[config.mk]
export PLATFORM = sky130hd
export DESIGN_NAME = rx_dump
export DESIGN_NICKNAME = d
export VERILOG_FILES = /design/src/rtl/rx_dump.sv
export SDC_FILE = /design/constraint.sdc
export NUM_CORES = 1
export LEC_CHECK = 0
export CAP_MARGIN = 20
export CORE_ASPECT_RATIO = 1.1
export CORE_UTILIZATION = 44
export DETAILED_ROUTE_END_ITERATION = 10
export PLACE_DENSITY_LB_ADDON = 0.05
export SYNTH_ARGS = -nofsm -noshare
export SYNTH_HDL_FRONTEND = slang
export SYNTH_SLANG_ARGS = --single-unit
[constraint.sdc]
create_clock -name clk -period 2 [get_ports clk]
set_input_delay 0.3 -clock clk [delete_from_list [all_inputs] [get_ports clk]]
set_output_delay 0.3 -clock clk [all_outputs]
set_load 0.01 [all_outputs]
[src/rtl/rx_dump.sv]
// Read-side sequencer for the Rejestry register file: walks a range of Rx registers
// through the file's read port and streams each value out on a valid/ready interface.
module rx_dump #(
    parameter  int Rx_liczba    = 8,
    parameter  int Rx_rozm_data = 8,
    localparam int IW           = (Rx_liczba > 1) ? $clog2(Rx_liczba) : 1
) (
    input  logic                    clk,
    input  logic                    rst,
    input  logic                    start,
    input  logic                    abort,
    input  logic [IW-1:0]           first_nr,
    input  logic [IW:0]             count,
    output logic                    bus_req,
    output logic [IW-1:0]           rd_nr,
    input  logic [Rx_rozm_data-1:0] rd_dane,
    output logic                    out_valid,
    input  logic                    out_ready,
    output logic [Rx_rozm_data-1:0] out_data,
    output logic [IW-1:0]           out_nr,
    output logic                    busy,
    output logic                    done
);

    typedef enum logic [1:0] {
        IDLE,
        READ,
        SEND,
        DONE
    } state_t;

    localparam logic [IW:0]   NUM_REGS = (IW+1)'(Rx_liczba);
    localparam logic [IW-1:0] LAST_NR  = IW'(Rx_liczba - 1);
    localparam logic [IW:0]   ONE_REM  = (IW+1)'(1);

    state_t        state;
    state_t        state_nxt;
    logic [IW-1:0] idx;
    logic [IW:0]   remaining;
    logic [IW-1:0] start_idx;
    logic [IW:0]   start_rem;
    logic          last_word;

    // Out-of-range start index restarts at register 0; count 0 or too large means a full sweep.
    assign start_idx = ({1'b0, first_nr} >= NUM_REGS) ? '0 : first_nr;
    assign start_rem = ((count == '0) || (count > NUM_REGS)) ? NUM_REGS : count;
    assign last_word = (remaining == ONE_REM);

    always_ff @(posedge clk or negedge rst) begin
        if (!rst) begin
            state <= IDLE;
        end else begin
            state <= state_nxt;
        end
    end

    always_comb begin
        state_nxt = state;
        bus_req   = 1'b0;
        rd_nr     = '0;
        out_valid = 1'b0;
        busy      = (state != IDLE);
        done      = 1'b0;
        case (state)
            IDLE: begin
                if (start) state_nxt = READ;
            end
            READ: begin
                bus_req   = 1'b1;
                rd_nr     = idx;
                state_nxt = SEND;
            end
            SEND: begin
                bus_req   = 1'b1;
                rd_nr     = idx;
                out_valid = 1'b1;
                if (out_ready) state_nxt = last_word ? DONE : READ;
            end
            DONE: begin
                done      = 1'b1;
                state_nxt = IDLE;
            end
            default: state_nxt = IDLE;
        endcase
        // Abort overrides everything, including a same-cycle start or handshake.
        if (abort) state_nxt = IDLE;
    end

    always_ff @(posedge clk or negedge rst) begin
        if (!rst) begin
            idx       <= '0;
            remaining <= '0;
            out_data  <= '0;
            out_nr    <= '0;
        end else begin
            case (state)
                IDLE: begin
                    if (start && !abort) begin
                        idx       <= start_idx;
                        remaining <= start_rem;
                    end
                end
                READ: begin
                    out_data <= rd_dane;
                    out_nr   <= idx;
                end
                SEND: begin
                    if (out_ready && !last_word) begin
                        remaining <= remaining - ONE_REM;
                        idx       <= (idx == LAST_NR) ? '0 : idx + IW'(1);
                    end
                end
                default: ;
            endcase
        end
    end

endmodule

==> out/results.txt <==
Yosys warns = 0
Max Freq = 533 MHz
Final HPWL DP = 1.56 mm
R2R Setup Slk = 0.30 ns
Worst R2R End = remaining[2]
DRT Wirelength = 2.04 mm
Worst r2r src = state[1]
RSZ-0062 raised after global routing = no
Worst slew margin = 67.7%
Fill cells = 189
Number of library cell types mapped by synthesis = 30
Avg Vias per Cell = 4.87
DRC Markers = 0
Bufs on Longest Clock Path = 2
CTS tree = done
Top Usage Layer GRT = met2
Placement Rows = 18
Number of diodes = 0
H-tree Lvls = 1
Slew Limit Fails = 0
GPL Wtd Cong = 0.775
Tot GR Track Use = 17.2%
Clock sinks = 20
Crit path DAT = 1.58 ns
Synth area leaders = dfrtp_1, mux2_2, ha_1, mux2i_1, a21oi_2
Die Wd = 49.5 um
CTS buffer count = 3
Core box area = 2300 um2
Synthesized area = 1090 um2
Yosys reg bits = 20
Hold_buf cts = 0
Synth Net Count = 123
Worst hold slack = 0.329 ns
# port buffers = 37
Tmin final = 1.88 ns
Skew final = 0.00506 ns
Peak supply drop = 996 uV
Initial DRC count = 6
Synth top area share = 45.9%
Crit-path max FO = 5
R2R cell count = 7
Initial antenna violation count = 0
Largest area contributor in the netlist = dfrtp_1
GR Layer Usage met3 = 5.56%
Met1 Use GR = 21.5%
Worst-Margin Slew = 0.485 ns
CTS Root Buffer Type = clkbuf_4
DR vias = 818
Worst Path Required = 1.70 ns
Setup violators final = 0
HP Class = in -> async
Worst setup SP type = flip-flop
Die Y = 54.2 um
Die area = 2680 um2
Sequential fraction of the synthesis area = 45.9%
First-pass GRT wire length = 3.41 mm
Fin util = 67.8%
Initial Util = 47.5%
Worst Setup SP = state[0]
Nature of the critical path endpoint = primary output
Area grow syn2layout = 42.8%
Largest net degree at the start of global routing = 21
Nets = 167
Leak pwr = 0.676 nW
Number of global-route vias before repair = 761
Max-cap violation count = 0
Critical path class = reg -> out
Layout cells sized above 1 = 21.0%
Setup TNS Final = 0 ns
WL/cell = 12.1 um
Final antenna-violating net count = 0
Worst-skew pair later-pin latency = 0.30 ns
PwrDens = 1470 nW/um2
Fin. Hold Viols = 0
Cells after synthesis = 95
Met2 Usage GRT = 29.2%
Reg clk slew, reported paths = 0.11 ns
Drt first pass iters = 4
Ports = 38
Global route total overflow = 0
Period utilisation layout = 93.8%
Worst Setup EP = busy
Status = finished, final reports clean
Syn Area/Cell = 11.5 um2
## worst min path at each step
stage          slack [ns]           end  cells after the start
2_1_floorplan       0.004        idx[0]                      0
3_3_place_gp         0.49   out_data[7]                      1
3_5_place_dp         0.49   out_data[5]                      1
4_1_cts              0.33  remaining[3]                      2
5_1_grt              0.34  remaining[2]                      2
6_report             0.33  remaining[3]                      2
## where the power goes
group          leakage (nW)  internal [mW]  switching [mW]
sequential            0.235          0.600           0.122
combinational         0.420          0.756           0.574
clock                0.0210          0.111           0.125
total                 0.676           1.47           0.821
## layer usage
metal  wire length, um  up-vias  share of wire [%]
li1                  -      415                  -
met1               963      380                 47
met2               960       21                 47
met3               102        2                5.0
met4                11        0               0.54
met5                 0        -                  0
## critical path, cell delays in order, from the launching register on
cell and delay, ns:
dfrtp_1 0.40, inv_1 0.10, ha_2 0.26, inv_1 0.05
clkdlybuf4s50_1 0.47
## registers in the layout, summed over array words and instances, names as in the netlist
| name | cells |
|---|---|
| idx | 3 |
| out_nr | 3 |
| remaining | 4 |
| state | 2 |
| out_data | 8 |
## cell type report
| type | count | area (um2) | share of cell area [%] |
|---|---|---|---|
| multi-input combinational | 67 | 558 | 35.8 |
| sequential | 20 | 500 | 32.1 |
| timing repair buffer | 42 | 407 | 26.1 |
| tap | 30 | 37.5 | 2.41 |
| clock buffer | 4 | 36.3 | 2.33 |
| inverter | 5 | 18.8 | 1.20 |
## repair_timing
item	4_1_cts	5_1_grt
pin swaps	0	0
endpoints found under the setup margin	6	3
endpoints found under the hold margin	0	0
buffers inserted	2	0
gates resized for setup	3	3
## kinds of logic (layout without fill, tap and decap cells)
kind of cell	after synthesis	count (layout)	share of synthesized area [%]
buf+inv	8	51	3.44
flops	20	20	45.9
fa+ha+maj	8	8	9.17
mux	15	15	15.0
xor+xnor	1	1	0.803
compound gates	14	14	10.4
simple gates	29	29	15.3
## metrics by stage
stage / setup WS, ns / std cells / power [mW] / instance area (um2)
after floorplan: 0.305 / 95 / 1.54 / 1090
after CTS: 0.0548 / 168 / 2.32 / 1550
after detailed placement: 0.183 / 162 / 2.08 / 1500
after global placement: 0.213 / 162 / 2.05 / 1500
after global routing: 0.0336 / 168 / 2.49 / 1560
final: 0.125 / 168 / 2.29 / 1560
## cells in the mapped netlist, drive strengths merged
library cell	number
a2111oi	1
a211o	1
a21oi	8
and2	3
and2b	1
and4bb	1
buf	1
clkbuf	2
dfrtp	20
ha	8
inv	5
mux2	11
mux2i	4
nand2	2
nand2b	1
nand3	2
nand3b	1
nand4	1
nand4b	1
nor2	9
nor2b	2
nor3	1
nor3b	2
o21ai	3
o31ai	1
or2	1
or3	1
xnor2	1
## cell usage in the layout, fill, tap and decap left out, types with 2 or more instances in the layout
| master | count |
|---|---|
| clkdlybuf4s50_1 | 33 |
| dfrtp_1 | 20 |
| mux2_2 | 11 |
| nor2_1 | 8 |
| ha_1 | 6 |
| inv_1 | 5 |
| buf_4 | 5 |
| a21oi_1 | 4 |
| a21oi_2 | 4 |
| mux2i_1 | 4 |
| and2_1 | 3 |
| o21ai_1 | 3 |
| clkbuf_4 | 3 |
| dlygate4sd2_1 | 3 |
| nor3b_1 | 2 |
| nor2b_1 | 2 |
| nand3_1 | 2 |
| nand2_1 | 2 |
| ha_2 | 2 |
No activity file was read; power rests on OpenSTA's default activity.
